## config.mk

```make
export PLATFORM = sky130hd
export DESIGN_NAME = control_sequencer
export DESIGN_NICKNAME = d
export VERILOG_FILES = /design/src/rtl/control_pkg.sv /design/src/rtl/step_decoder.sv /design/src/rtl/control_sequencer.sv
export SDC_FILE = /design/constraint.sdc
export NUM_CORES = 1
export LEC_CHECK = 0
export CAP_MARGIN = 25
export CORE_AREA = 2 2 60 62
export DETAILED_ROUTE_END_ITERATION = 10
export DIE_AREA = 0 0 62 64
export PLACE_DENSITY = 0.83
export SLEW_MARGIN = 40
export SYNTH_ARGS = -nofsm -noshare
export SYNTH_HDL_FRONTEND = slang
export SYNTH_SLANG_ARGS = --single-unit
```

## constraint.sdc

```tcl
create_clock -name Clock -period 4.23 [get_ports Clock]
set_clock_uncertainty 0.1 [all_clocks]
set_input_delay 0.846 -clock Clock [delete_from_list [all_inputs] [get_ports Clock]]
set_output_delay 0.846 -clock Clock [all_outputs]
set_load 0.01 [all_outputs]
```

## src/rtl/control_pkg.sv

```systemverilog
// Shared definitions for the hardwired control sequencer: state encoding,
// opcode and ALU control constants, the strobe bundle and decode helpers.
package control_pkg;

   localparam int OPW   = 5;
   localparam int CTRLW = 4;

   // One state per clock: fetch T0-T2, execute T3-T7, plus reset and halt.
   typedef enum logic [3:0] {
      ST_RST  = 4'd0,
      ST_T0   = 4'd1,
      ST_T1   = 4'd2,
      ST_T2   = 4'd3,
      ST_T3   = 4'd4,
      ST_T4   = 4'd5,
      ST_T5   = 4'd6,
      ST_T6   = 4'd7,
      ST_T7   = 4'd8,
      ST_HALT = 4'd9
   } state_t;

   // Opcodes (IR[31:27]).
   localparam logic [OPW-1:0] OP_LD   = 5'd0,  OP_LDI  = 5'd1,  OP_ST   = 5'd2;
   localparam logic [OPW-1:0] OP_ADD  = 5'd3,  OP_SUB  = 5'd4,  OP_AND  = 5'd5;
   localparam logic [OPW-1:0] OP_OR   = 5'd6,  OP_SHR  = 5'd7,  OP_SHRA = 5'd8;
   localparam logic [OPW-1:0] OP_SHL  = 5'd9,  OP_ROR  = 5'd10, OP_ROL  = 5'd11;
   localparam logic [OPW-1:0] OP_ADDI = 5'd12, OP_ANDI = 5'd13, OP_ORI  = 5'd14;
   localparam logic [OPW-1:0] OP_MUL  = 5'd15, OP_DIV  = 5'd16, OP_NEG  = 5'd17;
   localparam logic [OPW-1:0] OP_NOT  = 5'd18, OP_BR   = 5'd19, OP_JR   = 5'd20;
   localparam logic [OPW-1:0] OP_IN   = 5'd22, OP_OUT  = 5'd23, OP_MFHI = 5'd24;
   localparam logic [OPW-1:0] OP_MFLO = 5'd25, OP_NOP  = 5'd26, OP_HALT = 5'd27;

   // ALU operation codes driven on ctrl.
   localparam logic [CTRLW-1:0] ALU_AND  = 4'd0,  ALU_OR   = 4'd1,  ALU_ADD = 4'd2;
   localparam logic [CTRLW-1:0] ALU_SUB  = 4'd3,  ALU_SHR  = 4'd4,  ALU_SHRA = 4'd5;
   localparam logic [CTRLW-1:0] ALU_SHL  = 4'd6,  ALU_ROR  = 4'd7,  ALU_ROL = 4'd8;
   localparam logic [CTRLW-1:0] ALU_MUL  = 4'd9,  ALU_DIV  = 4'd10, ALU_NEG = 4'd11;
   localparam logic [CTRLW-1:0] ALU_NOT  = 4'd12;

   // Instruction families that share one execute micro-sequence.
   typedef enum logic [3:0] {
      CL_REG, CL_IMM, CL_MULDIV, CL_UNARY, CL_LD, CL_LDI, CL_ST, CL_BR,
      CL_JR, CL_IN, CL_OUT, CL_MFHI, CL_MFLO, CL_NOP, CL_HALT
   } op_class_t;

   // Every control strobe the sequencer produces, as one bundle.
   typedef struct packed {
      logic             PCout;
      logic             Zlowout;
      logic             Zhighout;
      logic             MDRout;
      logic             HIout;
      logic             LOout;
      logic             InPortout;
      logic             Cout;
      logic             BAout;
      logic             Rout;
      logic             MARin;
      logic             MDRin;
      logic             IRin;
      logic             Yin;
      logic             PCin;
      logic             Zlowin;
      logic             Zhighin;
      logic             HIin;
      logic             LOin;
      logic             Rin;
      logic             CONin;
      logic             outPortEnable;
      logic             Gra;
      logic             Grb;
      logic             Grc;
      logic             IncPC;
      logic             Read;
      logic             wren;
      logic [CTRLW-1:0] ctrl;
   } strobes_t;

   // Map an opcode to its execute family; unknown opcodes behave as nop.
   function automatic op_class_t op_class(input logic [OPW-1:0] op);
      op_class_t c;
      case (op)
         OP_LD:                                c = CL_LD;
         OP_LDI:                               c = CL_LDI;
         OP_ST:                                c = CL_ST;
         OP_ADD, OP_SUB, OP_AND, OP_OR, OP_SHR,
         OP_SHRA, OP_SHL, OP_ROR, OP_ROL:      c = CL_REG;
         OP_ADDI, OP_ANDI, OP_ORI:             c = CL_IMM;
         OP_MUL, OP_DIV:                       c = CL_MULDIV;
         OP_NEG, OP_NOT:                       c = CL_UNARY;
         OP_BR:                                c = CL_BR;
         OP_JR:                                c = CL_JR;
         OP_IN:                                c = CL_IN;
         OP_OUT:                               c = CL_OUT;
         OP_MFHI:                              c = CL_MFHI;
         OP_MFLO:                              c = CL_MFLO;
         OP_HALT:                              c = CL_HALT;
         OP_NOP:                               c = CL_NOP;
         default:                              c = CL_NOP;
      endcase
      return c;
   endfunction

   // Final execute step of each family; nop and halt end with fetch.
   function automatic state_t last_step(input op_class_t c);
      state_t s;
      case (c)
         CL_LD, CL_ST:                         s = ST_T7;
         CL_MULDIV, CL_BR:                     s = ST_T6;
         CL_REG, CL_IMM, CL_LDI:               s = ST_T5;
         CL_UNARY:                             s = ST_T4;
         CL_JR, CL_IN, CL_OUT, CL_MFHI,
         CL_MFLO:                              s = ST_T3;
         default:                              s = ST_T2;
      endcase
      return s;
   endfunction

   // ALU code an opcode requests when its sequence drives ctrl.
   function automatic logic [CTRLW-1:0] alu_code(input logic [OPW-1:0] op);
      logic [CTRLW-1:0] a;
      case (op)
         OP_ADD, OP_ADDI: a = ALU_ADD;
         OP_SUB:          a = ALU_SUB;
         OP_AND, OP_ANDI: a = ALU_AND;
         OP_OR, OP_ORI:   a = ALU_OR;
         OP_SHR:          a = ALU_SHR;
         OP_SHRA:         a = ALU_SHRA;
         OP_SHL:          a = ALU_SHL;
         OP_ROR:          a = ALU_ROR;
         OP_ROL:          a = ALU_ROL;
         OP_MUL:          a = ALU_MUL;
         OP_DIV:          a = ALU_DIV;
         OP_NEG:          a = ALU_NEG;
         OP_NOT:          a = ALU_NOT;
         default:         a = ALU_AND;
      endcase
      return a;
   endfunction

   // Plain sequential successor of a step (sequence ends are handled by the caller).
   function automatic state_t next_step(input state_t s);
      state_t n;
      case (s)
         ST_T0:   n = ST_T1;
         ST_T1:   n = ST_T2;
         ST_T2:   n = ST_T3;
         ST_T3:   n = ST_T4;
         ST_T4:   n = ST_T5;
         ST_T5:   n = ST_T6;
         ST_T6:   n = ST_T7;
         default: n = ST_T0;
      endcase
      return n;
   endfunction

endpackage

```

## src/rtl/step_decoder.sv

```systemverilog
// Combinational microcode: turns (step, opcode, branch condition) into the
// full strobe bundle. Anything not named for a step stays 0.
module step_decoder
   import control_pkg::*;
(
   input  state_t         i_state,
   input  logic [OPW-1:0] i_opcode,
   input  logic           i_con_ff,
   output strobes_t       o_strobes
);

   op_class_t        w_class;
   logic [CTRLW-1:0] w_alu;

   assign w_class = op_class(i_opcode);
   assign w_alu   = alu_code(i_opcode);

   // Strobe decode per step; fetch is opcode-independent, execute is per family.
   always_comb begin
      o_strobes = '0;
      case (i_state)
         ST_T0: begin
            o_strobes.PCout  = 1'b1;
            o_strobes.MARin  = 1'b1;
            o_strobes.IncPC  = 1'b1;
            o_strobes.Zlowin = 1'b1;
         end
         ST_T1: begin
            o_strobes.Zlowout = 1'b1;
            o_strobes.PCin    = 1'b1;
            o_strobes.Read    = 1'b1;
            o_strobes.MDRin   = 1'b1;
         end
         ST_T2: begin
            o_strobes.MDRout = 1'b1;
            o_strobes.IRin   = 1'b1;
         end
         ST_T3: begin
            case (w_class)
               CL_REG, CL_IMM: begin
                  o_strobes.Grb  = 1'b1;
                  o_strobes.Rout = 1'b1;
                  o_strobes.Yin  = 1'b1;
               end
               CL_MULDIV: begin
                  o_strobes.Gra  = 1'b1;
                  o_strobes.Rout = 1'b1;
                  o_strobes.Yin  = 1'b1;
               end
               CL_UNARY: begin
                  o_strobes.Grb    = 1'b1;
                  o_strobes.Rout   = 1'b1;
                  o_strobes.ctrl   = w_alu;
                  o_strobes.Zlowin = 1'b1;
               end
               CL_LD, CL_LDI, CL_ST: begin
                  o_strobes.Grb   = 1'b1;
                  o_strobes.BAout = 1'b1;
                  o_strobes.Yin   = 1'b1;
               end
               CL_BR: begin
                  o_strobes.Gra   = 1'b1;
                  o_strobes.Rout  = 1'b1;
                  o_strobes.CONin = 1'b1;
               end
               CL_JR: begin
                  o_strobes.Gra  = 1'b1;
                  o_strobes.Rout = 1'b1;
                  o_strobes.PCin = 1'b1;
               end
               CL_IN: begin
                  o_strobes.InPortout = 1'b1;
                  o_strobes.Gra       = 1'b1;
                  o_strobes.Rin       = 1'b1;
               end
               CL_OUT: begin
                  o_strobes.Gra           = 1'b1;
                  o_strobes.Rout          = 1'b1;
                  o_strobes.outPortEnable = 1'b1;
               end
               CL_MFHI: begin
                  o_strobes.HIout = 1'b1;
                  o_strobes.Gra   = 1'b1;
                  o_strobes.Rin   = 1'b1;
               end
               CL_MFLO: begin
                  o_strobes.LOout = 1'b1;
                  o_strobes.Gra   = 1'b1;
                  o_strobes.Rin   = 1'b1;
               end
               default: ;
            endcase
         end
         ST_T4: begin
            case (w_class)
               CL_REG: begin
                  o_strobes.Grc    = 1'b1;
                  o_strobes.Rout   = 1'b1;
                  o_strobes.ctrl   = w_alu;
                  o_strobes.Zlowin = 1'b1;
               end
               CL_IMM: begin
                  o_strobes.Cout   = 1'b1;
                  o_strobes.ctrl   = w_alu;
                  o_strobes.Zlowin = 1'b1;
               end
               CL_MULDIV: begin
                  o_strobes.Grb     = 1'b1;
                  o_strobes.Rout    = 1'b1;
                  o_strobes.ctrl    = w_alu;
                  o_strobes.Zlowin  = 1'b1;
                  o_strobes.Zhighin = 1'b1;
               end
               CL_UNARY: begin
                  o_strobes.Zlowout = 1'b1;
                  o_strobes.Gra     = 1'b1;
                  o_strobes.Rin     = 1'b1;
               end
               CL_LD, CL_LDI, CL_ST: begin
                  o_strobes.Cout   = 1'b1;
                  o_strobes.ctrl   = ALU_ADD;
                  o_strobes.Zlowin = 1'b1;
               end
               CL_BR: begin
                  o_strobes.PCout = 1'b1;
                  o_strobes.Yin   = 1'b1;
               end
               default: ;
            endcase
         end
         ST_T5: begin
            case (w_class)
               CL_REG, CL_IMM, CL_LDI: begin
                  o_strobes.Zlowout = 1'b1;
                  o_strobes.Gra     = 1'b1;
                  o_strobes.Rin     = 1'b1;
               end
               CL_MULDIV: begin
                  o_strobes.Zlowout = 1'b1;
                  o_strobes.LOin    = 1'b1;
               end
               CL_LD, CL_ST: begin
                  o_strobes.Zlowout = 1'b1;
                  o_strobes.MARin   = 1'b1;
               end
               CL_BR: begin
                  o_strobes.Cout   = 1'b1;
                  o_strobes.ctrl   = ALU_ADD;
                  o_strobes.Zlowin = 1'b1;
               end
               default: ;
            endcase
         end
         ST_T6: begin
            case (w_class)
               CL_MULDIV: begin
                  o_strobes.Zhighout = 1'b1;
                  o_strobes.HIin     = 1'b1;
               end
               CL_LD: begin
                  o_strobes.Read  = 1'b1;
                  o_strobes.MDRin = 1'b1;
               end
               CL_ST: begin
                  o_strobes.Gra   = 1'b1;
                  o_strobes.Rout  = 1'b1;
                  o_strobes.MDRin = 1'b1;
               end
               CL_BR: begin
                  // Branch target is written back only when the condition held.
                  o_strobes.Zlowout = i_con_ff;
                  o_strobes.PCin    = i_con_ff;
               end
               default: ;
            endcase
         end
         ST_T7: begin
            case (w_class)
               CL_LD: begin
                  o_strobes.MDRout = 1'b1;
                  o_strobes.Gra    = 1'b1;
                  o_strobes.Rin    = 1'b1;
               end
               CL_ST: begin
                  o_strobes.wren = 1'b1;
               end
               default: ;
            endcase
         end
         default: ;
      endcase
   end

endmodule

```

## src/rtl/control_sequencer.sv

```systemverilog
// Hardwired control unit: one state per clock, fetch T0-T2 then an
// opcode-dependent execute sequence, with halt at instruction boundaries.
// Clear low forces RST asynchronously, which decodes to all strobes 0.
// r_state (type state_t) is the single FSM state register.
module control_sequencer
   import control_pkg::*;
(
   input  logic             Clock,
   input  logic             Clear,
   input  logic [31:0]      IR,
   input  logic             CON_FF,
   input  logic             Stop,
   output logic             PCout,
   output logic             Zlowout,
   output logic             Zhighout,
   output logic             MDRout,
   output logic             HIout,
   output logic             LOout,
   output logic             InPortout,
   output logic             Cout,
   output logic             BAout,
   output logic             Rout,
   output logic             MARin,
   output logic             MDRin,
   output logic             IRin,
   output logic             Yin,
   output logic             PCin,
   output logic             Zlowin,
   output logic             Zhighin,
   output logic             HIin,
   output logic             LOin,
   output logic             Rin,
   output logic             CONin,
   output logic             outPortEnable,
   output logic             Gra,
   output logic             Grb,
   output logic             Grc,
   output logic             IncPC,
   output logic             Read,
   output logic             wren,
   output logic [CTRLW-1:0] ctrl,
   output logic             Run
);

   state_t         r_state;
   state_t         w_next;
   state_t         w_last;
   op_class_t      w_class;
   logic [OPW-1:0] w_opcode;
   strobes_t       w_strobes;
   logic           w_unused_ir;

   // Only the opcode field steers sequencing; operand fields go to the datapath.
   assign w_opcode    = IR[31 -: OPW];
   assign w_unused_ir = ^IR[31-OPW:0];
   assign w_class     = op_class(w_opcode);
   assign w_last      = last_step(w_class);

   // State register with asynchronous clear.
   always_ff @(posedge Clock or negedge Clear) begin
      if (!Clear) begin
         r_state <= ST_RST;
      end else begin
         r_state <= w_next;
      end
   end

   // Next step: advance, end the sequence into T0, or park in HALT.
   // nop/halt are resolved at T2 from the IR word presented in that cycle.
   always_comb begin
      w_next = r_state;
      case (r_state)
         ST_RST:  w_next = ST_T0;
         ST_T0:   w_next = ST_T1;
         ST_T1:   w_next = ST_T2;
         ST_HALT: w_next = ST_HALT;
         default: begin
            if ((r_state == ST_T2) && (w_class == CL_HALT)) begin
               w_next = ST_HALT;
            end else if (r_state == w_last) begin
               w_next = Stop ? ST_HALT : ST_T0;
            end else begin
               w_next = next_step(r_state);
            end
         end
      endcase
   end

   step_decoder u_step_decoder (
      .i_state   (r_state),
      .i_opcode  (w_opcode),
      .i_con_ff  (CON_FF),
      .o_strobes (w_strobes)
   );

   assign PCout         = w_strobes.PCout;
   assign Zlowout       = w_strobes.Zlowout;
   assign Zhighout      = w_strobes.Zhighout;
   assign MDRout        = w_strobes.MDRout;
   assign HIout         = w_strobes.HIout;
   assign LOout         = w_strobes.LOout;
   assign InPortout     = w_strobes.InPortout;
   assign Cout          = w_strobes.Cout;
   assign BAout         = w_strobes.BAout;
   assign Rout          = w_strobes.Rout;
   assign MARin         = w_strobes.MARin;
   assign MDRin         = w_strobes.MDRin;
   assign IRin          = w_strobes.IRin;
   assign Yin           = w_strobes.Yin;
   assign PCin          = w_strobes.PCin;
   assign Zlowin        = w_strobes.Zlowin;
   assign Zhighin       = w_strobes.Zhighin;
   assign HIin          = w_strobes.HIin;
   assign LOin          = w_strobes.LOin;
   assign Rin           = w_strobes.Rin;
   assign CONin         = w_strobes.CONin;
   assign outPortEnable = w_strobes.outPortEnable;
   assign Gra           = w_strobes.Gra;
   assign Grb           = w_strobes.Grb;
   assign Grc           = w_strobes.Grc;
   assign IncPC         = w_strobes.IncPC;
   assign Read          = w_strobes.Read;
   assign wren          = w_strobes.wren;
   assign ctrl          = w_strobes.ctrl;

   // Running everywhere except HALT; held low while Clear is asserted.
   assign Run = Clear && (r_state != ST_HALT);

endmodule

```

# Word level (Yosys, flattened, before mapping)

Memories as Yosys holds them, arrays and structs flattened.
Index checks and enable logic that the tools add are counted.

Logic and storage cells: 99
Input bits: 36
Memory bits (writable): 0
Memory bits (read-only): 448
Flip-flop bits (word level): 4
Bits in latches: 0
Memories: 4
Output and inout bits: 33

Div/mod/pow operators: 0
Bitwise gates (word level): 0
Equality and inequality tests: 24
Add/subtract/negate cells: 0
Mux-type cells: 55
Multipliers: 0
Shift-type cells: 0
Reduce and logical (&&, ||, !) cells: 15
$lt $le $gt $ge: 0

Memory list:

| memory          | depth | width | read ports | clocked after memory_dff | write ports | line               | source |
|---|---|---|---|---|---|---|---|
| (no name shown) | 32    | 4     | 1          | 0                        | 0           | control_pkg.sv:82  | `case (op)` |
| (no name shown) | 32    | 4     | 1          | 0                        | 0           | control_pkg.sv:122 | `case (op)` |
| (no name shown) | 32    | 4     | 1          | 0                        | 0           | control_pkg.sv:82  |  |
| (no name shown) | 16    | 4     | 1          | 0                        | 0           | control_pkg.sv:107 | `case (c)` |

Operators with widths:

| kind                 | number |
|---|---|
| $eq A4 B3 Y1 const B | 8 |
| $eq A4 B4 Y1 const B | 8 |
| $mux W1              | 30 |
| $pmux W4 S5          | 1 |
| $eq A4 B2 Y1 const B | 4 |
| $mux W4              | 4 |
| $pmux W1 S2          | 8 |
| $pmux W4 S4          | 1 |
| $reduce_or A7 Y1     | 2 |
| $pmux W1 S4          | 3 |
| $pmux W4 S3          | 1 |
| $reduce_or A3 Y1     | 4 |
| $reduce_or A6 Y1     | 2 |
| $eq A4 B1 Y1 const B | 2 |
| $logic_not A4 Y1     | 2 |
| $pmux W4 S2          | 1 |
| $pmux W1 S3          | 2 |
| $pmux W1 S5          | 1 |
| $eq A4 B4 Y1         | 1 |
| $mux W2              | 2 |
| $ne A4 B4 Y1 const B | 1 |
| $reduce_or A2 Y1     | 2 |
| $reduce_or A4 Y1     | 1 |
| $mux W3              | 1 |
| $logic_and A1 B1 Y1  | 2 |

# Logic depth before layout (Yosys ltp)

Gate-level depths: netlist of the first run.
An unclocked memory read counts as a cell.

Depth after elaboration: 6
Depth in mapped cells: 10
Gate-level depth less buffers: 9

# Modules after synthesis

From an unflattened synthesis of the first run, not the netlist that was laid out.

Cell total of the unflattened synthesis: 245
Area total of the unflattened synthesis: 1681.6 sq um

By module, submodules not included:

| module            | area an instance (sq um) | cells each | instances |
|---|---|---|---|
| step_decoder      | 1012.2                   | 163        | 1 |
| control_sequencer | 669.4                    | 82         | 1 |

# Worst setup path after synthesis of the first run

No wires, ideal clock.

Path kind: input port to output port
From: in IR[27]
To: out Zhighout
Arrival time: 2592 ps
Required time: 3284 ps
Path slack: 692 ps
Cell stages on the path: 8
Cells stage by stage: ha_1 -> and3b_1 -> a211oi_2 -> a21o_4 -> buf_4 -> nand2_1 -> nor3_1 -> buf_4

Word-level cells in the longest chain between the ends: 4

Ends and longest elaborated chain:

| item                  | line                    | source |
|---|---|---|
| from (decl)           | control_sequencer.sv:10 | `input logic [31:0] IR,` |
| $mem_v2 Z32 W4        | n/a                     |  |
| $eq A4 B2 Y1          | n/a                     |  |
| $mux W1 (2 in series) | n/a                     |  |
| to (decl)             | control_sequencer.sv:15 | `output logic Zhighout,` |

Every way passes these cells.

# Final worst setup path of the first run

From: in IR[29]
To: out Rin

Word-level cells in the longest chain between the ends: 5
Elaborated cells between the ends (all ways): 16
Classes of those cells: eq/ne (7); mux (5); reduce/logical (3); memory (1)

Ends and longest elaborated chain:

| item                                       | line                                    | source |
|---|---|---|
| $mem_v2 Z32 W4 (*)                         | n/a                                     |  |
| $eq A4 B1 Y1 (tied with other cells)       | step_decoder.sv:132                     | `case (w_class)` |
| $reduce_or A3 Y1, on equally long branches | n/a                                     |  |
| $mux W1, on equally long branches          | step_decoder.sv:132, step_decoder.sv:39 |  |
| $pmux W1 S4 (*)                            | step_decoder.sv:21                      | `case (i_state)` |
| to (decl)                                  | control_sequencer.sv:32                 | `output logic Rin,` |

Mark *: on every way between the ends. The rest lies on a longest branch, timed or not.

==> results of run 1 <==
[final cells by class]
cell class	instances	area share
timing repair buffer	104	0.365
sequential	4	0.0421
multi-input combinational	188	0.545
tap	46	0.0242
clock buffer	3	0.00947
inverter	9	0.0142
[per-stage QoR]
stage	std cells	setup slack, ns	total power [uW]	TNS (ns)	hold WS, ns
4_1_cts	351	0.00539	743	0	0.452
5_1_grt	354	0.00498	833	0	0.474
3_3_place_gp	343	-0.256	684	-3.42	0.424
3_5_place_dp	343	-0.291	702	-4.89	0.425
2_1_floorplan	214	0.692	434	0	0.387
6_report	354	0.116	776	0	0.471
[cells in the final DEF, fill, tap and decap left out, types with 3 or more instances in the layout]
master,n
sky130_fd_sc_hd__nor2_1,20
sky130_fd_sc_hd__clkbuf_4,3
sky130_fd_sc_hd__xnor2_1,3
sky130_fd_sc_hd__nor2_2,6
sky130_fd_sc_hd__buf_4,62
sky130_fd_sc_hd__clkdlybuf4s50_1,12
sky130_fd_sc_hd__clkbuf_2,3
sky130_fd_sc_hd__o22a_1,3
sky130_fd_sc_hd__o21ai_0,15
sky130_fd_sc_hd__ha_1,6
sky130_fd_sc_hd__o21a_1,3
sky130_fd_sc_hd__o211ai_1,3
sky130_fd_sc_hd__a211oi_1,3
sky130_fd_sc_hd__nand2b_1,3
sky130_fd_sc_hd__nor3_1,5
sky130_fd_sc_hd__nor2b_1,4
sky130_fd_sc_hd__dlygate4sd2_1,18
sky130_fd_sc_hd__o22ai_1,4
sky130_fd_sc_hd__a21oi_1,14
sky130_fd_sc_hd__dfrtp_1,4
sky130_fd_sc_hd__dlymetal6s2s_1,7
sky130_fd_sc_hd__nand2_1,25
sky130_fd_sc_hd__inv_1,8
sky130_fd_sc_hd__nand3_1,7
sky130_fd_sc_hd__o21ai_1,6
[where the power goes]
part / total, uW / leakage (uW) / switching [uW] / internal (uW)
logic: 623 / 0.00112 / 339 / 284
registers: 104 / 0.0000496 / 45.6 / 57.9
clock network: 49.3 / 0.0000138 / 17.4 / 31.9
total: 776 / 0.00118 / 402 / 374
[cell families (layout without fill, tap and decap cells)]
family	count (synthesis)	in the layout
simple gates	91	91
compound gates	82	82
buf+inv	22	116
fa+ha+maj	7	7
xor+xnor	5	5
flops	4	4
mux	3	3
[what timing repair did]
item,CTS,global route
hold buffers,0,0
cloned,0,0
endpoints found under the hold margin,0,0
resized for setup,38,24
setup endpoints to repair,29,20
setup buffers,5,3
pin swaps,4,5
[routing by layer]
layer	up-vias	wire length, um	GRT usage
met3	16	420	0.0364
met5	-	0	0
met2	137	2890	0.471
li1	975	-	-
met1	938	2210	0.351
met4	0	93	0.0984
[worst max path at each step]
stage	startpoint	endpoint	slack (ns)	depth (start not counted)
floorplan	IR[27]	Zhighout	0.69	8
global placement	IR[28]	Rin	-0.26	11
detailed placement	IR[28]	Rin	-0.29	11
CTS	IR[27]	Rin	0.005	13
global route	IR[30]	Rin	0.005	11
finish	IR[29]	Rin	0.12	10
==> results by stage, run 1 <==
Floorplanning:
- The vertical die dimension is 64 um.
- The effective utilization at floorplan is 0.422.
- The overall die width is 62 um.
- The floorplan step defined a die boundary enclosing 3970 um2.
- The I/O pin total is 69.
- The row count is 21.
- The area inside the core boundary is 3280 um2.

Drt:
- The antenna violation net count after detailed routing is 0.
- The via count of the routed design is 2066.
- The average detailed-routed wire length per instance is 15.9 um.
- The total routed wirelength is 5610 um.
- The mean number of vias per cell is 5.84.
- The detailed router finished its first iteration with 280 violations.
- The total DRC errors in the routed layout is 0.
- Before antenna repair, the detailed router went through 6 iterations.

Setup path:
- The critical path goes through clkdlybuf4s50_1, and3b_1, a211oi_2, a21o_4, buf_4, or3_1, o21ai_1, a21oi_1, or3b_1, clkdlybuf4s15_2.
- For the worst setup path, the data arrival time is 3.17 ns.
- STA classifies the critical path startpoint as a primary input.
- Among cell families on the critical path, the largest total delay comes from buffers and inverters.
- Measured in cells, the most critical reg-to-reg path has a length of 6.
- The count of buffering cells on the critical path with inverters included is 3.
- The critical path in this run is classified as primary input to primary output.
- The slack of the worst reg-to-reg path is 2.07 ns.
- Along the worst path, the maximum fanout reaches 7.
- At the worst endpoint, the required time is 3.28 ns.
- On the worst path, the slowest cell contributes a delay of 0.57 ns.
- STA classifies the critical path endpoint as a primary output.
- The worst register-to-register path begins at r_state[2].
- The worst register-to-register path ends at r_state[3].
- The critical path's slowest cell is sky130_fd_sc_hd__clkdlybuf4s50_1.

Placement:
- Routability-driven placement finished with a final weighted congestion of 0.937.
- The count of buffers added on input and output ports is 41.
- The HPWL after detailed placement is 4000 um.
- The post-detailed-placement cell area is 2190 um2.

Global route:
- The number of antenna violations at the first check in global routing is 0.
- The global-route total usage across every layer is 0.279.
- The number of global-route vias before repair came to 1919.
- Entering global routing, the biggest net connects 15 pins.
- Summed over all layers, the global routing overflow is 0.
- The first global-routing pass estimated 8780 um of wire.

Logic synthesis:
- The portion of the post-synthesis area used by sequential elements is 0.0721.
- The simple-gate area share of the yosys netlist is 0.317.
- Of the post-synthesis cell area, the dominant cell type holds 0.0721.
- Synthesis instantiated 60 different standard cells from the library.
- Yosys attributes the largest share of cell area to sky130_fd_sc_hd__dfrtp_1 (7.2%), sky130_fd_sc_hd__nand2_1 (7.0%), sky130_fd_sc_hd__ha_1 (6.3%).
- In this run, synthesis inferred 0 flip-flops with an integrated enable.
- Summed over all instances, the cell type with the most area after synthesis is sky130_fd_sc_hd__dfrtp_1.
- During synthesis, Yosys emitted a total of 0 warnings.
- By instance count, the leading cell after synthesis is sky130_fd_sc_hd__nand2_1.
- For this run, asynchronously set or reset flops after synthesis account for 1.00.
- The area fraction in compound gates after synthesis is 0.417.
- Ranked by instance count, the synthesized netlist is headed by sky130_fd_sc_hd__nand2_1 (26), sky130_fd_sc_hd__nor2_1 (23), sky130_fd_sc_hd__a21oi_1 (15), sky130_fd_sc_hd__o21ai_0 (15), sky130_fd_sc_hd__inv_1 (9).
- The post-synthesis xor/xnor area fraction is 0.0316.
- The most used flip-flop cell after synthesis is sky130_fd_sc_hd__dfrtp_1.
- The average footprint of a synthesized cell is 6.48 um2.
- Of the total synthesized cell area, the portion taken by full adders, half adders and majority gates is 0.0631.
- The number of storage elements in the synthesis netlist is 4.
- The portion of synthesized area spent on multiplexers is 0.0225.
- When the netlist entered floorplanning its net count stood at 257.
- The post-synthesis instance total is 214.
- The combinational family with the most area after synthesis is compound AO/OA/AOI/OAI gates.
- The total standard cell area after synthesis is 1390 um2.

Min path:
- The worst hold path cell count is 1.
- The worst-case hold path end point is r_state[2].
- The type of the worst min-delay path is register to register.
- The start point of the worst min-delay path is r_state[3].

STA:
- The final cycle utilization of the critical path is 0.973.
- The minimum clock period after layout is 4.11 ns.
- For this run, the top clock speed supported by timing is 243 MHz.
- The final hold violation count was 0.
- Setup repair after global routing left no endpoint under its margin.
- The transition at the pin with the smallest max-transition slack is 0.514 ns.
- The max-slew violation total from the final report was 0.
- The setup violation total in the final timing report is 0.
- Headroom to the max-slew limit came out at 0.656.

CTS:
- The clock latency reported for the late side of the worst-skew pair is 0.24 ns.
- Clock tree synthesis inserted a total of 3 buffers.
- In this run the clock root is driven by a sky130_fd_sc_hd__clkbuf_4.
- The TritonCTS sink count is 4.
- The clock tree buffer depth is 2.
- The clock tree from TritonCTS is done.
- CTS built an H-tree with a depth of 1.
- Clock-pin slew was measured on the worst setup and hold paths at 0.04 ns.

Cells and area:
- Of the cells placed in the final design, the portion with a size suffix greater than 1 is 0.331.
- The area of the multi-input gates is 1300 um2.
- Fill cells in the final layout number 249.
- The register with the most flip-flops in the layout has 4 of them.
- The number of diodes added for antenna fixing is 0.
- The largest register by flop count is r_state.
- The register cell area after layout is 100 um2.
- The final layout net count is 353.
- For this run, the share of the core covered by cells in the final layout is 0.724.
- After routing the design area is 2380 um2.
- Relative to the synthesized area, the layout overhead comes to 71.4%.
- In the final layout, the registers with the most flip-flops are r_state: 4 flops.

Power:
- The worst-case IR drop observed on VDD is 0.000147 V.
- Dividing total power by cell area gives a power density of 326 nW/um2.
- In this run the static leakage power is 0.00118 uW.

Run status:
- The flow ran to the end, and the final reports show no timing, DRC or antenna violations.

Flow run:
- The number of max-cap violations is 0.
Power figures use the tool's default switching activity.
==> inputs of run 2 (changes only) <==
- SETUP_SLACK_MARGIN: unset -> 0.02
==> run 2 against run 1 <==
Via count is 1.1% higher; hold slack worse by 0.0025 ns; combinational power is essentially flat; register-to-register slack about the same; non-clock buffer count did not move; clock-buffer cell count stayed put; die area is the same; cell area grew 0.58%; utilization rose by 0.42 points; total power is 0.38% higher; fmax shrank 0.77%; largest cell class unchanged; largest power group unchanged.
==> results by stage, run 2 (synthesis results as in run 1) <==
Run status:
- The run finished with clean final reports.

Cells and area:
- The top cell types in the final layout, fill and taps aside, are sky130_fd_sc_hd__buf_4 (61), sky130_fd_sc_hd__nand2_1 (25), sky130_fd_sc_hd__nor2_1 (20), sky130_fd_sc_hd__dlygate4sd2_1 (18), sky130_fd_sc_hd__o21ai_0 (15).
- The final layout contains 353 nets.
- The fraction of layout cells with a size suffix above 1 is 0.331.
- The final standard cell utilization of the core is 0.728.
- The area growth from synthesis to layout is 72.4%.
- The finished cells cover 2390 um2.
- The number of diodes added for antenna fixing is 0.
- In the final layout, the registers with the most flip-flops are r_state: 4 flops.
- The multi-input combinational cells in the finished layout cover a total of 1300 um2.
- The register cell area after layout is 100 um2.
- Leaving out fill and tap cells, the most frequent cell in the layout is sky130_fd_sc_hd__buf_4.
- The largest register by flop count is r_state.
- The register with the most flip-flops in the layout has 4 of them.
- The count of filler cells inserted in the layout is 242.

Drt:
- Wires add up to 5770 um.
- The mean number of vias per cell is 5.90.
- In the final routed layout, each cell accounts on average for 16.3 um.
- The starting DRC count in detailed routing is 265.
- The routed layout has 2089 vias.
- The count of nets left with antenna violations once routing finished came out at 0.
- The total iterations of the first detailed-routing run is 5.
- After detailed routing, the number of remaining DRC violations is 0.

STA:
- Setup repair after global routing left no endpoint under its margin.
- The max-slew violation total from the final report is 0.
- The setup violation total in the final timing report is 0.
- The final cycle utilization of the critical path is 0.980.
- The final worst slack is 0.0839 ns.
- Subtracting the final worst setup slack from the clock period gives 4.15 ns.
- In this run the tightest slew margin relative to its limit is 0.667.
- Hold is met by 0.468 ns.
- The transition at the pin with the smallest max-transition slack is 0.498 ns.
- The final hold violation count is 0.
- Timing would allow up to 241 MHz.

Flow run:
- Max-cap violations in this run came to 0.

Power:
- The proportion of power drawn by combinational gates is 0.804.
- The clock network power share is 0.063.
- Internal power comes to 373 uW.
- The maximum ir drop on the vdd rail is 0.000155 V.
- Of the total power, registers draw 0.133.
- Power comes to 779 uW.
- For this design the ratio of total power to cell area is 326 nW/um2.
- The share of total power consumed by net switching is 0.521.
- The net switching component of the power is 406 uW.
- For this design the static power due to leakage is 0.00122 uW.

Global route:
- Across every metal layer, demand over resource in global routing totals 0.281.
- The wire length of the first global-routing pass is 8830 um.
- Entering global routing, the biggest net connects 15 pins.
- The residual overflow from global routing is 0.
- The number of global-route vias before repair is 1944.
- The number of antenna violations at the first check in global routing is 0.

CTS:
- The number of clock buffers added by TritonCTS is 3.
- The H-tree level count is 1.
- The clock tree from TritonCTS is done.
- Counting along the longest clock path gives a buffer depth of 2.
- Clock-pin slew was measured on the worst setup and hold paths at 0.04 ns.
- The clock net in this run drives a total of 4 sinks.
- The cell sitting at the root of the clock tree is a sky130_fd_sc_hd__clkbuf_4.
- The clock latency reported for the late side of the worst-skew pair is 0.24 ns.

Min path:
- The path class of the tightest hold or removal check is register to register.

Placement:
- The post-placement worst setup slack is -0.291 ns.
- In this run the cell area measured after placement is 2190 um2.
- Buffers placed on the I/O ports in this run total 41.
- The final weighted congestion of routability-driven global placement is 0.937.
- Detailed placement finished with a half-perimeter wire length of 4000 um.

Setup path:
- In this run the worst path has a maximum fanout of 7.
- The critical path is of the primary input to primary output type.
- STA puts the critical path data required time at 3.28 ns.
- The critical path capture point type is a primary output.
- The worst setup path is launched from a primary input.
- The endpoint arrival time on the critical path is 3.20 ns.

Floorplanning:
- The die covers 3970 um2.
- The vertical die dimension is 64 um.
- The area inside the core boundary is 3280 um2.
- The effective utilization at floorplan is 0.422.
- The I/O pin total is 69.
- The floorplan has 21 rows.
- The overall die width is 62 um.
==> run 2: timing repair <==
item                                    in CTS  in global routing
pin swaps                                    5                  7
resized for setup                           39                 27
buffers inserted                             5                  3
hold endpoints to repair                     0                  0
endpoints found under the setup margin      29                 20
hold buffers                                 0                  0
==> run 2: metal layers <==
layer  up-vias  wire length, um  global-route usage
li1        975                -                   -
met1       953             2290               0.350
met2       141             2920               0.471
met3        20              407              0.0364
met4         0              155               0.109
met5         -                0                   0
==> run 2: critical path, stage by stage <==
cell	delay [ns]
sky130_fd_sc_hd__clkdlybuf4s50_1	0.66
sky130_fd_sc_hd__buf_4	0.21
sky130_fd_sc_hd__a32o_2	0.22
sky130_fd_sc_hd__nor2_4	0.05
sky130_fd_sc_hd__buf_4	0.14
sky130_fd_sc_hd__buf_4	0.13
sky130_fd_sc_hd__nand2_2	0.10
sky130_fd_sc_hd__o21ai_1	0.09
sky130_fd_sc_hd__a21oi_1	0.16
sky130_fd_sc_hd__or3b_1	0.35
sky130_fd_sc_hd__clkdlybuf4s15_2	0.23
==> run 2: path summary, 6_finish.rpt <==
kind	start	end	slack, ns	cells past startpoint
min in group asynchronous	Clear	r_state[1]	0.73	1
setup reg to reg	r_state[2]	r_state[3]	2.07	7
hold / removal	r_state[3]	r_state[1]	0.47	1
max in group asynchronous	Clear	r_state[2]	3.11	1
setup / recovery	IR[29]	Rin	0.08	11
hold reg to reg	r_state[3]	r_state[1]	0.47	1
==> run 2: power groups by stage <==
stage               logic (uW)  registers [uW]  clock network (uW)
global route               675             108                52.2
CTS                        592             101                49.6
detailed placement         601             100                   0
global placement           585            98.5                   0
floorplan                  367            67.0                   0
finish                     626             104                49.4
==> run 2: through the flow <==
stage,std cells,TNS [ns]
2_1_floorplan,214,0
3_3_place_gp,343,-3.42
3_5_place_dp,343,-4.89
4_1_cts,351,0
5_1_grt,354,0
6_report,354,0
==> run 2: area by class of cell <==
type                       count  area share
clock buffer                   3     0.00941
inverter                       9      0.0141
multi-input combinational    188       0.544
sequential                     4      0.0418
tap                           46      0.0241
timing repair buffer         104       0.367
==> RTL edit, RTL diff (settings of run 2) <==
Register the output `Run`, cleared by the reset; this adds one clock of latency there. The other outputs are not delayed to match.
--- a/src/rtl/control_sequencer.sv
+++ b/src/rtl/control_sequencer.sv
@@ -125,5 +125,11 @@
 
    // Running everywhere except HALT; held low while Clear is asserted.
-   assign Run = Clear && (r_state != ST_HALT);
+   always_ff @(posedge Clock or negedge Clear) begin
+      if (!Clear) begin
+         Run <= '0;
+      end else begin
+         Run <= Clear && (r_state != ST_HALT);
+      end
+   end
 
 endmodule
Function: changed (a bounded check fails within 4 cycles, from zero or initial values).
==> RTL edit against run 2 <==
- sequential power increased by 26%
- sequential cell count increased by 1
- total power increased by 11%
- routed wire length increased by 15%
- utilization increased by 8.4 points
- design area increased by 12%
- global-route usage increased by 5.4 points
- hold slack improved by 0.13 ns
- clock power increased by 16%
- first-iteration DRC count increased by 54%
- worst setup slack improved by 0.0067 ns
- area after synthesis increased by 22%
- final cell count increased by 6.5%
==> RTL edit: results (changes against run 2) <==
| Metric | Value |
|---|---|
| Status | `complete, no violations (unchanged)` |
| Post-synthesis cell type count | `67 (was 60)` |
| Worst r2r path cells | `6 (was 7)` |
| Synthesized net count | `273 (was 257)` |
| Global-route wire length before repair | `10,350 microns (was 8825 microns)` |
| Reg2reg end | `r_state[0] (was r_state[3])` |
| CP arrival | `3.19 ns (was 3.20 ns)` |
| Vias in the first global route | `2,229 (was 1,944)` |
| First-pass DRT Iterations | `8 (was 5)` |
| Source of the critical timing path | `IR[31] (was IR[29])` |
| Layout Nets | `375 (was 353)` |
| Largest net degree at the start of global routing | `16 (was 15)` |
| R2R setup slack | `2.26 ns (was 2.07 ns)` |
| Biggest regs | `r_state: 4 flops, Run: 1 flops (was r_state: 4 flops)` |
| Ys async rst share | `1.000 (unchanged)` |
| Clock root buffer master | `clkbuf_4 (unchanged)` |
| Leakage | `1.183 nW (was 1.224 nW)` |
| Largest cells by area after synthesis | `dfrtp_1, nor2_1, ha_1 (was dfrtp_1, nand2_1, ha_1)` |
| Commonest cells post-synth | `nor2_1, nand2_1, nor3_1 (was nand2_1, nor2_1, a21oi_1, o21ai_0, inv_1)` |
| Antenna violations before repair | `0 (unchanged)` |
| CTS HTree Levels | `1 (unchanged)` |
| Share of the yosys chip area belonging to registers | `0.07413 (was 0.07214)` |
| GP Congestion | `0.9738 (was 0.9368)` |
| Setup crit end | `Gra (was Rin)` |
| Worst Hold Class | `reg -> reg (unchanged)` |
| Clock Latency Late Sink | `0.24 ns (about the same)` |
| Final HPWL DP | `4668 microns (was 3999 microns)` |
| Slew HR | `0.5996 (was 0.6671)` |
| DRT iter0 DRCs | `408 (was 265)` |
| WL final | `6612 microns (was 5767 microns)` |
| Reg clk slew, reported paths | `approximately 0.05 ns` |
| CTS max path bufs | `2 (unchanged)` |
| CTS buffer count | `3 (unchanged)` |
| Worst r2r src | `r_state[2] (unchanged)` |
| Fillers | `196 (was 242)` |
| Final Max Slew Viols | `0 (unchanged)` |
| VDD IR max | `0.0001665 V (was 0.0001549 V)` |
| Ys flop type | `dfrtp_1 (unchanged)` |
| IO Port Bufs | `41 (unchanged)` |
| Worst-path fanout max | `8 (was 7)` |
| N_diodes | `0 (unchanged)` |
| Proportion of layout cells with a drive suffix above 1 | `0.3776 (was 0.3312)` |
| Yosys warning total | `0 (unchanged)` |
| Detailed-route via count | `2,412 (was 2,089)` |
| Tot GR Track Use | `0.3345 (was 0.2807)` |
RTL edit: cell count changes after synthesis, moves of 4 or more:
cell | before | now
o31ai_1 | 0 | 4
nand2_1 | 26 | 20
o21ai_0 | 15 | 8
nor3_1 | 6 | 17
RTL edit: logic make-up after synthesis:
logic type | Yosys count | share of synthesized area
multiplexers | 2 | 0.02001
XOR/XNOR | 4 | 0.02075
flip-flops | 5 | 0.07413
AND/OR/NAND/NOR | 107 | 0.3603
AO/OA/AOI/OAI | 79 | 0.3803
buffers and inverters | 26 | 0.09266
adder cells (fa/ha/maj) | 7 | 0.05189
RTL edit: metal layers:
layer	GRT usage	part of all wire
met1	0.3995	0.36
met2	0.5729	0.50
met3	0.04858	0.095
met4	0.1383	0.040
met5	0	0
RTL edit: final cells by class:
type                    count  area (sq um)  area share
flip-flops and latches      5         125.1     0.04690
repair buffers            114         935.9      0.3508
clock buffers               4         26.28    0.009850
inverters                   9         33.78     0.01266
well taps                  46         57.56     0.02158
multi-input cells         199          1489      0.5582
RTL edit: worst min path at each step:
stage / start / endpoint / slack, ns / cells past startpoint
final: r_state[2] / r_state[1] / 0.60 / 1
after floorplan: Clear / Run / 0.45 / 0
after detailed placement: r_state[2] / r_state[1] / 0.56 / 1
after global routing: r_state[2] / r_state[1] / 0.63 / 1
after CTS: r_state[2] / r_state[1] / 0.57 / 1
after global placement: r_state[2] / r_state[1] / 0.56 / 1
RTL edit: through the flow:
step	instance area, sq um	setup WS [ns]	cells	util	total power, W
2_1_floorplan	1688	0.5122	230	-	0.0004982
3_3_place_gp	2544	-0.3807	368	0.7745	0.0007544
3_5_place_dp	2544	-0.4521	368	0.7745	0.0007725
4_1_cts	2630	-0.1592	375	0.8008	0.0008215
5_1_grt	2668	0.01217	377	0.8122	0.0009125
6_report	2668	0.09063	377	0.8122	0.0008660
RTL edit: critical path, stage by stage:
cell and delay [ns]:
clkdlybuf4s50_1 0.61, buf_4 0.23, buf_4 0.15, xnor2_1 0.12, nand2_1 0.16, o21ai_0 0.16, o22a_1 0.23, or4_1 0.54
clkbuf_2 0.15
RTL edit: what timing repair did:
| action | CTS | global route |
|---|---|---|
| pin swaps | 6 | 7 |
| endpoints found under the setup margin | 27 | 20 |
| buffers inserted | 3 | 2 |
| gates resized for setup | 49 | 19 |
RTL edit: power by group:
part           internal [W]  switching (W)  leakage, nW   total, W
clock             0.0000358      0.0000216       0.0150  0.0000574
combinational      0.000306       0.000371         1.11   0.000677
sequential        0.0000675      0.0000638       0.0615   0.000131
total              0.000409       0.000457         1.18   0.000866
